### src/rtl/reset_sequencer_if.sv
// reset_sequencer_if: async lock/ready status in, ordered resets and status out
interface reset_sequencer_if #(
  parameter int LOSS_CNT_W = 8
);
  logic clk_locked;
  logic idc_rdy;
  logic idc_rst;
  logic rst_io;
  logic rst_core;
  logic sys_ready;
  logic timeout_flag;
  logic [LOSS_CNT_W-1:0] lock_loss_cnt;
  logic [2:0] state_dbg;
  modport master (
    input  clk_locked, idc_rdy,
    output idc_rst, rst_io, rst_core, sys_ready, timeout_flag, lock_loss_cnt, state_dbg
  );
  modport slave (
    output clk_locked, idc_rdy,
    input  idc_rst, rst_io, rst_core, sys_ready, timeout_flag, lock_loss_cnt, state_dbg
  );
endinterface

### src/rtl/reset_sequencer.sv
// reset_sequencer: ordered IDELAYCTRL/IO/core reset release with lock and ready supervision
module reset_sequencer #(
  parameter int LOCK_STABLE_CYCLES = 1024,
  parameter int IDC_RST_CYCLES = 16,
  parameter int RDY_TIMEOUT = 4096,
  parameter int IO_TO_CORE_GAP = 8,
  parameter int LOSS_CNT_W = 8
) (
  input logic clk,
  input logic rst,
  reset_sequencer_if.master bus
);
  localparam int MAX_A = LOCK_STABLE_CYCLES > IDC_RST_CYCLES ? LOCK_STABLE_CYCLES : IDC_RST_CYCLES;
  localparam int MAX_B = RDY_TIMEOUT > IO_TO_CORE_GAP ? RDY_TIMEOUT : IO_TO_CORE_GAP;
  localparam int CNT_W = $clog2(MAX_A > MAX_B ? MAX_A : MAX_B) + 1;
  localparam logic [CNT_W-1:0] LOCK_END = CNT_W'(LOCK_STABLE_CYCLES - 1);
  localparam logic [CNT_W-1:0] IDC_END = CNT_W'(IDC_RST_CYCLES - 1);
  localparam logic [CNT_W-1:0] RDY_END = CNT_W'(RDY_TIMEOUT - 1);
  localparam logic [CNT_W-1:0] GAP_END = CNT_W'(IO_TO_CORE_GAP - 1);
  typedef enum logic [2:0] {
    WAIT_LOCK = 3'd0,
    IDC_RST   = 3'd1,
    WAIT_RDY  = 3'd2,
    REL_IO    = 3'd3,
    REL_CORE  = 3'd4,
    RUN       = 3'd5
  } state_t;
  state_t state, nxt;
  logic [CNT_W-1:0] cnt;
  logic lock_m, lock_s, rdy_m, rdy_s;
  logic timeout_hit, loss_hit;
  always_comb begin
    nxt = state;
    case (state)
      WAIT_LOCK: nxt = lock_s && cnt == LOCK_END ? IDC_RST : WAIT_LOCK;
      IDC_RST:   nxt = cnt == IDC_END ? WAIT_RDY : IDC_RST;
      WAIT_RDY:  nxt = rdy_s ? REL_IO : cnt == RDY_END ? IDC_RST : WAIT_RDY;
      REL_IO:    nxt = cnt == GAP_END ? REL_CORE : REL_IO;
      REL_CORE:  nxt = RUN;
      RUN:       nxt = RUN;
      default:   nxt = WAIT_LOCK;
    endcase
    if (state >= REL_IO && !rdy_s) nxt = IDC_RST;
    if (state != WAIT_LOCK && !lock_s) nxt = WAIT_LOCK;
  end
  assign timeout_hit = lock_s && state == WAIT_RDY && !rdy_s && cnt == RDY_END;
  assign loss_hit = state == RUN && !lock_s;
  assign bus.state_dbg = state;
  always_ff @(posedge clk) begin
    if (rst) begin
      lock_m <= 1'b0;
      lock_s <= 1'b0;
      rdy_m <= 1'b0;
      rdy_s <= 1'b0;
      state <= WAIT_LOCK;
      cnt <= '0;
      bus.idc_rst <= 1'b1;
      bus.rst_io <= 1'b1;
      bus.rst_core <= 1'b1;
      bus.sys_ready <= 1'b0;
      bus.timeout_flag <= 1'b0;
      bus.lock_loss_cnt <= '0;
    end else begin
      lock_m <= bus.clk_locked;
      lock_s <= lock_m;
      rdy_m <= bus.idc_rdy;
      rdy_s <= rdy_m;
      state <= nxt;
      cnt <= (nxt != state || (state == WAIT_LOCK && !lock_s) || state == RUN) ? '0 : cnt + CNT_W'(1);
      bus.idc_rst <= nxt == WAIT_LOCK || nxt == IDC_RST;
      bus.rst_io <= nxt < REL_IO;
      bus.rst_core <= nxt < REL_CORE;
      bus.sys_ready <= nxt == RUN;
      bus.timeout_flag <= bus.timeout_flag | timeout_hit;
      bus.lock_loss_cnt <= bus.lock_loss_cnt + LOSS_CNT_W'(loss_hit && !(&bus.lock_loss_cnt));
    end
  end
endmodule

### src/flat_wrapper.sv
// flat-port wrapper written by rule: the top's interface ports become plain ports
module reset_sequencer_flat 
#(
  parameter int LOCK_STABLE_CYCLES = 1024,
  parameter int IDC_RST_CYCLES = 16,
  parameter int RDY_TIMEOUT = 4096,
  parameter int IO_TO_CORE_GAP = 8,
  parameter int LOSS_CNT_W = 8
)
  (clk, rst, bus_clk_locked, bus_idc_rdy, bus_idc_rst, bus_rst_io, bus_rst_core, bus_sys_ready, bus_timeout_flag, bus_lock_loss_cnt, bus_state_dbg);
  reset_sequencer_if #(.LOSS_CNT_W(LOSS_CNT_W)) bus_i ();
  input logic clk;
  input logic rst;
  input wire logic [$bits(bus_i.clk_locked)-1:0] bus_clk_locked;
  input wire logic [$bits(bus_i.idc_rdy)-1:0] bus_idc_rdy;
  output wire logic [$bits(bus_i.idc_rst)-1:0] bus_idc_rst;
  output wire logic [$bits(bus_i.rst_io)-1:0] bus_rst_io;
  output wire logic [$bits(bus_i.rst_core)-1:0] bus_rst_core;
  output wire logic [$bits(bus_i.sys_ready)-1:0] bus_sys_ready;
  output wire logic [$bits(bus_i.timeout_flag)-1:0] bus_timeout_flag;
  output wire logic [$bits(bus_i.lock_loss_cnt)-1:0] bus_lock_loss_cnt;
  output wire logic [$bits(bus_i.state_dbg)-1:0] bus_state_dbg;
  assign bus_i.clk_locked = bus_clk_locked;
  assign bus_i.idc_rdy = bus_idc_rdy;
  assign bus_idc_rst = bus_i.idc_rst;
  assign bus_rst_io = bus_i.rst_io;
  assign bus_rst_core = bus_i.rst_core;
  assign bus_sys_ready = bus_i.sys_ready;
  assign bus_timeout_flag = bus_i.timeout_flag;
  assign bus_lock_loss_cnt = bus_i.lock_loss_cnt;
  assign bus_state_dbg = bus_i.state_dbg;
  reset_sequencer #(.LOCK_STABLE_CYCLES(LOCK_STABLE_CYCLES), .IDC_RST_CYCLES(IDC_RST_CYCLES), .RDY_TIMEOUT(RDY_TIMEOUT), .IO_TO_CORE_GAP(IO_TO_CORE_GAP), .LOSS_CNT_W(LOSS_CNT_W)) u_core (.clk(clk), .rst(rst), .bus(bus_i));
endmodule
### config.mk
export PLATFORM = sky130hd
export DESIGN_NAME = reset_sequencer_flat
export DESIGN_NICKNAME = d
export VERILOG_FILES = /design/src/rtl/reset_sequencer_if.sv /design/src/rtl/reset_sequencer.sv /design/src/flat_wrapper.sv
export SDC_FILE = /design/constraint.sdc
export NUM_CORES = 1
export LEC_CHECK = 0
export ABC_AREA = 0
export CORE_MARGIN = 1
export CORE_UTILIZATION = 49
export DETAILED_ROUTE_END_ITERATION = 6
export GPL_TIMING_DRIVEN = 0
export PLACE_DENSITY_LB_ADDON = 0.08
export SLEW_MARGIN = 20
export SYNTH_ARGS = -nofsm -noshare
export SYNTH_HDL_FRONTEND = slang
export SYNTH_SLANG_ARGS = --single-unit
### constraint.sdc
create_clock -name clk -period 2.1 [get_ports clk]
set_input_delay 0.63 -clock clk [delete_from_list [all_inputs] [get_ports clk]]
set_output_delay 0.63 -clock clk [all_outputs]
set_load 0.02 [all_outputs]
### Word level (Yosys, flattened, before mapping)

Index checks and enable logic that the tools add are counted.

* reduce and logical (&&, ||, !) cells: 21
* shift-type cells: 0
* bitwise operators: 1
* $lt $le $gt $ge: 3
* multiplexer cells: 8
* $mul: 0
* eq/ne operators: 12
* div/mod/pow operators: 0
* $add $sub $neg: 2

Operators with widths (number)
* $pmux 3 s5: 1
* $add 13x1->13 const B: 1
* $eq 13x10->1 const B: 1
* $eq 13x12->1 const B: 1
* $eq 13x3->1 const B: 1
* $eq 13x4->1 const B: 1
* $mux 3: 4
* $eq 3x3->1 const B: 3
* $logic_and 1x1->1: 9
* $add 8x1->8: 1
* $reduce_and 8->1: 1
* $eq 3x1->1 const B: 2
* $eq 3x2->1 const B: 2
* $logic_not 3->1: 2
* $mux 2: 2
* $reduce_or 2->1: 2
* $ge 3x2->1 const B: 1
* $logic_not 1->1: 3
* $logic_or 1x1->1: 3
* $lt 3x2->1 const B: 1
* $lt 3x3->1 const B: 1
* $ne 3x3->1: 1
* $reduce_bool 3->1: 1
* $mux 1: 1
* $or 1x1->1: 1

* input bits: 4
* register bits after elaboration: 33
* ROM bits: 0
* memories: 0
* bits in latches: 0
* RAM bits: 0
* output and inout bits: 16
* word-level logic and storage cells: 59

### Longest topological paths before layout

Gate-level depths: netlist of run 1.

* depth after elaboration: 10
* mapped depth: 8
* gate-level depth less buffers: 8

### Worst setup path after synthesis of run 1

OpenSTA, ideal clock, no wires.

* path type: reg2reg
* from: register u_core.state[2], in the netlist u_core.bus.state_dbg[2]
* to: register u_core.cnt[10]
* setup slack: 0.063 ns
* arrival time: 1.910 ns
* library setup time: 0.127 ns
* path buffers: 2
* cell stages (with the launch flop): 8
* data required time: 1.973 ns
* clock period less this slack: 2.037 ns
* cell sequence: dfxtp_1 > buf_4 > or4bb_1 > or4_4 > a21oi_2 > o22a_4 > buf_12 > nor4_2

* word-level cells in the longest chain between the ends: 9
* elaborated cells on any way between the ends: 19
* classes of those cells: order compare (1); eq/ne (6); mux (3); reduce/logical (9)

Ends and longest elaborated chain
* from (decl): RTL line reset_sequencer.sv:28 `state_t state, nxt;`
* from (signal assigned): RTL line reset_sequencer.sv:68 `state <= nxt;`
* $eq 3x3->1, on equally long branches: RTL line reset_sequencer.sv:34, reset_sequencer.sv:69
* $reduce_or 2->1 (no source line)
* $pmux 3 s5: RTL line reset_sequencer.sv:34 `case (state)`
* $mux 3: RTL line reset_sequencer.sv:43 `if (state >= REL_IO && !rdy_s) nxt = IDC_RST;`
* $mux 3: RTL line reset_sequencer.sv:44 `if (state != WAIT_LOCK && !lock_s) nxt = WAIT_LOCK;`
* $ne 3x3->1: RTL line reset_sequencer.sv:69 `cnt <= (nxt != state || (state == WAIT_LOCK && !lock_s) || state == RUN) ? '0 : cnt + CNT_W'(1);`
* $logic_or 1x1->1: RTL line reset_sequencer.sv:69
* $logic_or 1x1->1 (*): RTL line reset_sequencer.sv:69
* $reduce_or 2->1 (no source line) (*)
* to (signal assigned): RTL line reset_sequencer.sv:69
* to (decl): RTL line reset_sequencer.sv:29 `logic [CNT_W-1:0] cnt;`

Every way passes the cells marked *; elsewhere a longest branch is shown, timed or not.
A chain may end at the register's enable or synchronous reset.

### Worst setup path after layout of run 1

* from: register u_core.cnt[1]
* to: register u_core.cnt[3]

* word-level cells in the longest chain between the ends: 10
* elaborated cells on any way between the ends: 18
* classes of those cells: add/sub (1); eq/ne (5); mux (8); reduce/logical (4)

Ends and longest elaborated chain (RTL line)
* $eq 13x12->1 / $eq 13x10->1 (equally long branches): reset_sequencer.sv:37, reset_sequencer.sv:35
* $mux 2 / $logic_and 1x1->1 (equally long branches): reset_sequencer.sv:37, reset_sequencer.sv:35
* $mux 3 / $mux 1 (equally long branches): reset_sequencer.sv:37, reset_sequencer.sv:35
* $pmux 3 s5: reset_sequencer.sv:34
* $mux 3: reset_sequencer.sv:43
* $mux 3: reset_sequencer.sv:44
* $ne 3x3->1: reset_sequencer.sv:69
* $logic_or 1x1->1 (2 in series): reset_sequencer.sv:69
* $reduce_or 2->1 (no source line)

Several ways; a longest one is shown, not always the timed one.

==> metrics.md, run 1 <==
| Metric | Value |
|---|---|
| CTS root buffer | `clkbuf_4` |
| Met1 usage | `between 20% and 30%` |
| Share of cells above drive strength 1 | `between 20% and 30%` |
| Final Cycle Share | `98.7%` |
| Standard-cell rows | `20` |
| Seq/Total Area, Yosys | `between 30% and 40%` |
| Register bit total from synthesis | `33` |
| Hold Buf Count CTS | `0` |
| Commonest non-fill, non-tap cells in the layout | `dfxtp_1 (28), clkdlybuf4s50_1 (18), buf_4 (11), nor2b_1 (11)` |
| WL final | `approximately 3700 um` |
| Starting density of the core | `53.2%` |
| Fmax | `a little under 500 MHz` |
| Congestion Overflow GR | `0` |
| TritonCTS clock tree | `built` |
| Slew at the pin closest to its max-slew limit | `between 0.5 and 0.6 ns` |
| Post-Layout Cell Count | `247` |
| # setup viols final | `0` |
| Yosys top cell by area | `dfxtp_1` |
| Seq pwr share | `about 54%` |
| Wire per inst | `15.0 um` |
| Initial antenna violation count | `0` |
| Syn Nets | `172` |
| Area contributors post-synth | `dfxtp_1 (39%), nor4_2 (7.5%), xor2_1 (4.7%)` |
| Met2 GRT Util | `approximately a third` |
| Drt drc | `0` |
| Hold slack final | `0.450 ns` |
| Core area | `0.00315 sq mm` |
| Largest family of logic cells by synthesized area | `simple AND/OR/NAND/NOR gates` |
| Mean Syn Cell Area | `just over 10 sq um` |
| Worst hold start | `u_core.rdy_m` |
| Inserted Diodes | `0` |
| R2R cell count | `8` |
| GRT Max-Usage Layer | `met2` |
| CP arrival | `2.30 ns` |
| # IOs | `20` |
| CTS Buffer Depth | `2` |
| Place WS | `-0.198 ns` |
| DP Cell Count | `between 200 and 250` |
| Minimum clock period after layout | `approximately 2.1 ns` |
| Largest net degree at the start of global routing | `11` |
| First-pass GRT wire length | `5670 um` |
| Synthesized area | `0.00168 sq mm` |
| Psw | `roughly 0.24 mW` |
| Slew Limit Fails | `0` |
| M3 GR Usage | `between 5 and 6%` |
| Number of synthesized flops with an enable pin | `0` |
| Power share of the clock group | `between 40% and 50%` |
| Clk_lat worst skew | `~0.34 ns` |
| Die H | `slightly above 60 um` |
| Synth top area share | `about 40%` |
| Commonest non-fill, non-tap cell in the layout | `dfxtp_1` |
| XOR/XNOR Fraction of Synth Area | `roughly 8%` |
| Vias | `~1400` |
| Int Pwr | `between 0.9 and 1 mW` |
| Most used flip-flop cell after synthesis | `dfxtp_1` |
| Adder-Cell Fraction of Synth Area | `under 10%` |
| Synth-to-layout area growth | `31.6%` |
| Gr usage total | `around a fifth` |
| CP max FO | `5` |
| DP HPWL | `2490 um` |
| Total CTS buffers | `5` |
| Slew HR | `65.8%` |
| Yosys warning count | `0` |
| TNS Setup | `0 ns` |
| Post-synthesis compound-gate area fraction | `11.6%` |
| Cell count of the worst hold path | `1` |
| Post-Synthesis Cells | `approximately 170` |
| Netlist cell types | `47` |
| Multiplexer area fraction after synthesis | `0%` |
| Switching part of the total | `20.4%` |
| R2r startpoint | `u_core.cnt[1]` |
| FFs w/ async S/R, synth | `0%` |
| Reg2Reg Capture Point | `u_core.cnt[3]` |
| Combinational power share | `about 2.2%` |
| # nets final | `209` |
| CP required | `approximately 2.3 ns` |
| Reg clk slew, reported paths | `about 0.1 ns` |
| Max VDD drop | `0.000502 V` |
| Die W | `60.5 um` |
| Final Hold Viols | `0` |
| CTS sink cnt | `33` |
| Worst Hold End | `u_core.rdy_s` |
| Worst setup EP type | `flip-flop` |
| Max Cap Violations | `0` |
| H-tree levels | `2` |
| Status | `finished, final reports clean` |
| Power per cell area | `around 530 mW/mm^2` |
| Clk_skew | `roughly 0.013 ns` |
| PortBufs | `19` |
| Final worst slack | `between 0.02 and 0.03 ns` |
| Vias in the first global route | `between 1000 and 1500` |
| Pleak | `0.763 nW` |
| R2r setup slk | `roughly 0.027 ns` |
| Die area | `0.00366 sq mm` |
| Vias per cell | `around 5.6` |
| Drt pass-1 iters | `4` |
| Synth Area in Simple Gates | `around a third` |
| Startpoint types | `flip-flop` |
| Routability cong. | `approximately 0.8` |
| DRT iter0 DRCs | `67` |
| Crit path kind | `flip-flop to flip-flop` |
| Worst min path class | `flip-flop to flip-flop` |
| Antenna Nets Post-Route | `0` |
power by group through the flow:
stage / clock network, mW / registers, mW / logic (mW)
after detailed placement: 0 / 0.647 / 0.0246
after global routing: 0.540 / 0.632 / 0.0284
after global placement: 0 / 0.647 / 0.0239
after CTS: 0.505 / 0.632 / 0.0251
after floorplan: 0 / 0.646 / 0.0138
final: 0.504 / 0.631 / 0.0257
registers in the layout, summed over array words and instances, names as in the netlist:
name / flops
u_core.bus.idc_rst: 1
u_core.bus.lock_loss_cnt: 8
u_core.bus.rst_core: 1
u_core.bus.rst_io: 1
u_core.bus.state_dbg: 3
u_core.bus.sys_ready: 1
u_core.bus.timeout_flag: 1
u_core.cnt: 13
u_core.lock_m: 1
u_core.lock_s: 1
u_core.rdy_m: 1
u_core.rdy_s: 1
through the flow:
| step | utilization, % | power (mW) | instance area [sq um] |
|---|---|---|---|
| after floorplan | - | 0.660 | 1680 |
| after global placement | 61.0 | 0.670 | 1920 |
| after detailed placement | 61.0 | 0.671 | 1920 |
| after CTS | 64.6 | 1.16 | 2040 |
| after global routing | 70.0 | 1.20 | 2210 |
| final | 70.0 | 1.16 | 2210 |
critical path, cell delays in order, from the launching register on:
cell and delay [ns]:
dfxtp_1 0.41, ha_4 0.19, nand3_2 0.18, nor4b_4 0.31, a41oi_2 0.17, a211oi_2 0.35
buf_4 0.17, buf_6 0.12, nor4_2 0.05
area by class of cell:
cell class,count,area (sq um)
multi-input cells,122,1020
fillers,261,946
flip-flops and latches,33,669
repair buffers,30,273
plain buffers,8,92.6
clock buffers,7,55.1
well taps,44,55.1
clock inverters,1,30.0
inverters,2,7.51
cells in the mapped netlist (2+ instances only):
cell type  number
a211oi_2        2
a21oi_1         7
a41oi_1         2
and3_1          3
buf_2           2
clkbuf_8        2
dfxtp_1        33
ha_1            3
inv_1           2
nand2_1         5
nand2b_1        4
nand3_1         8
nand3b_1        3
nand4_1         6
nor2_1         10
nor2b_1        11
nor4_1          5
nor4_2         10
o21ai_0         3
o31a_1          2
or3_1           2
or4_4           2
xnor2_1         6
xor2_1          9
per-layer routing:
layer | wire, um | share of wire, %
met4 | 23 | 0.62
met3 | 130 | 3.5
met5 | 0 | 0
met2 | 1790 | 48
met1 | 1770 | 48
worst max path at each step:
stage / start / endpoint / slack, ns / cells after the start
finish: u_core.cnt[1] / u_core.cnt[3] / 0.03 / 8
global route: u_core.cnt[1] / u_core.cnt[3] / -0.07 / 8
CTS: u_core.cnt[0] / u_core.cnt[3] / 0.007 / 7
detailed placement: u_core.cnt[0] / u_core.cnt[3] / -0.20 / 7
global placement: u_core.cnt[0] / u_core.cnt[12] / -0.19 / 7
floorplan: u_core.bus.state_dbg[2] / u_core.cnt[10] / 0.06 / 7
logic make-up (layout without fill, tap and decap cells):
kind of cell               count (synthesis)  count (layout)
AOI/OAI and AO/OA                         24              24
xor gates and xnor gates                  15              15
adders and majority gates                  3               3
buffers and inverters                     10              48
DFF                                       33              33
and+or+nand+nor                           80              80
repair_timing:
item / 4_1_cts / 5_1_grt
buffers inserted: 1 / 9
setup endpoints to repair: 10 / 17
pin swaps: 1 / 7
gates resized for setup: 5 / 19
gates cloned: 0 / 1
Note: power is estimated with default switching activity, not from simulation.
==> run 2, diff against run 1 <==
--- a/config.mk
+++ b/config.mk
@@ -6,8 +6,10 @@
 export NUM_CORES = 1
 export LEC_CHECK = 0
 export ABC_AREA = 0
+export CELL_PAD_IN_SITES_DETAIL_PLACEMENT = 1
+export CELL_PAD_IN_SITES_GLOBAL_PLACEMENT = 2
 export CORE_MARGIN = 1
-export CORE_UTILIZATION = 49
+export CORE_UTILIZATION = 32
 export DETAILED_ROUTE_END_ITERATION = 6
 export GPL_TIMING_DRIVEN = 0
 export PLACE_DENSITY_LB_ADDON = 0.08
==> metrics.md, run 2 (synthesis gave the netlist of run 1 again) <==
| Metric | Value |
|---|---|
| Worst Hold End | `u_core.rdy_s` |
| PortBufs | `19` |
| Die area | `0.00553 sq mm` |
| Max VDD drop | `between 0.0003 and 0.0004 V` |
| Slowest cell on crit path | `or3_4` |
| Worst min path class | `flip-flop to flip-flop` |
| Slew Limit Fails | `0` |
| Vias | `roughly 1400` |
| DRT iter0 DRCs | `between 50 and 60` |
| Worst setup EP type | `flip-flop` |
| Die W | `~74 um` |
| Final Hold Viols | `0` |
| Inserted Diodes | `0` |
| TritonCTS clock tree | `built` |
| Cell count of the worst hold path | `1` |
| Total CTS buffers | `5` |
| Startpoint types | `flip-flop` |
| # IOs | `20` |
| Largest Register | `u_core.cnt` |
| Drt drc | `0` |
| GRT Max-Usage Layer | `met2` |
| Routability cong. | `0.751` |
| CP max FO | `5` |
| R2r setup slk | `0.03 ns` |
| Congestion Overflow GR | `0` |
| Worst hold start | `u_core.rdy_m` |
| Gr usage total | `around 17%` |
| Max reg flops | `13` |
| First-pass GRT wire length | `just under 7000 um` |
| WL final | `approximately 4200 um` |
| CP required | `roughly 2.3 ns` |
| Core area | `0.00488 sq mm` |
| Vias in the first global route | `roughly 1400` |
| Met2 GRT Util | `between 20% and 30%` |
| Drt pass-1 iters | `5` |
| R2r startpoint | `u_core.cnt[10]` |
| Crit-path max cell delay | `0.43 ns` |
| H-tree levels | `2` |
| Crit-path cells | `or3_4 > nor4b_4 > a41oi_2 > a211oi_2 > buf_4 > buf_6 > nor4_2` |
| CTS root buffer | `clkbuf_8` |
| CTS sink cnt | `33` |
| Status | `finished, final reports clean` |
| Minimum clock period after layout | `approximately 2.1 ns` |
| Power per cell area | `513 mW/mm^2` |
| R2R cell count | `7` |
| Place WS | `-0.277 ns` |
| Met1 usage | `approximately 20%` |
| Fmax | `484 MHz` |
| RSZ-0062 raised after global routing | `yes` |
| Antenna Nets Post-Route | `0` |
| # nets final | `just over 200` |
| CTS Buffer Depth | `2` |
| Commonest non-fill, non-tap cells in the layout | `dfxtp_1 (30), clkdlybuf4s50_1 (19), nor2b_1 (11)` |
| Vias per cell | `between 5 and 6` |
| CP arrival | `between 2 and 2.5 ns` |
| Clk_lat worst skew | `0.28 ns` |
| Reg2Reg Capture Point | `u_core.cnt[8]` |
| Standard-cell rows | `25` |
| Share of cells above drive strength 1 | `26.8%` |
| Buf/Inv on CP | `2` |
| Starting density of the core | `34.4%` |
| DP HPWL | `2970 um` |
| Initial antenna violation count | `0` |
| Synth-to-layout area growth | `30.4%` |
| Die H | `around 74 um` |
| Largest net degree at the start of global routing | `11` |
| # fillers | `578` |
| Hold Buf Count CTS | `0` |
| Final worst slack | `around 0.032 ns` |
| Worst path top cell family by delay | `simple AND/OR/NAND/NOR gates` |
| Slew HR | `67.0%` |
| Clk_skew | `between 0.003 and 0.004 ns` |
| Commonest non-fill, non-tap cell in the layout | `dfxtp_1` |
| Slew at the pin closest to its max-slew limit | `0.496 ns` |
| M3 GR Usage | `under 10%` |
| Final Cycle Share | `between 90% and 100%` |
| Hold slack final | `0.443 ns` |
| Max Cap Violations | `0` |
| Pleak | `0.717 nW` |
| # setup viols final | `0` |
| Crit path kind | `flip-flop to flip-flop` |
| Reg clk slew, reported paths | `~0.070 ns` |
| Wire per inst | `15.9 um` |
run 2: cell type report:
class	instances	area (sq um)	share of cell area, %
Multi-Input combinational cell	122	1020	46.6
Sequential cell	33	664	30.4
Timing Repair Buffer	25	233	10.6
Buffer	8	96.3	4.41
Tap cell	67	83.8	3.84
Clock buffer	6	72.6	3.32
Clock inverter	2	10.0	0.458
Inverter	2	7.51	0.343
run 2: worst max-delay path by stage:
stage	start	end	slack, ns	cells after the start
after floorplan	u_core.bus.state_dbg[2]	u_core.cnt[10]	0.06	7
after global placement	u_core.cnt[0]	u_core.cnt[11]	-0.24	7
after detailed placement	u_core.cnt[0]	u_core.cnt[8]	-0.28	7
after CTS	u_core.cnt[7]	u_core.cnt[8]	0.01	6
after global routing	u_core.cnt[10]	u_core.cnt[8]	-0.004	7
final	u_core.cnt[10]	u_core.cnt[8]	0.03	7
run 2: per-layer routing:
metal / share of wire [%] / wire length (um)
met2: 52 / 2190
met4: 1.3 / 53
met1: 45 / 1880
met5: 0 / 0
met3: 2.4 / 101
run 2: timing repair:
item	in CTS	in global routing
buffers inserted	2	3
setup endpoints to repair	15	12
pin swaps	2	5
gates resized for setup	9	11
gates cloned	0	1
run 2: report_power, final:
group          switching [mW]  internal, mW  leakage [nW]
Combinational          0.0147        0.0122         0.404
Sequential            0.00315         0.630         0.268
Clock                   0.231         0.230        0.0450
run 2: metrics by stage:
step	power [mW]	util, %	instances	setup TNS (ns)	cell area (sq um)
6_report	1.12	44.8	265	0	2190
5_1_grt	1.17	44.8	265	-0.00395	2190
4_1_cts	1.14	43.0	261	0	2100
3_5_place_dp	0.673	40.0	251	-2.65	1950
3_3_place_gp	0.672	40.0	251	-2.40	1950
2_1_floorplan	0.660	-	165	0	1680
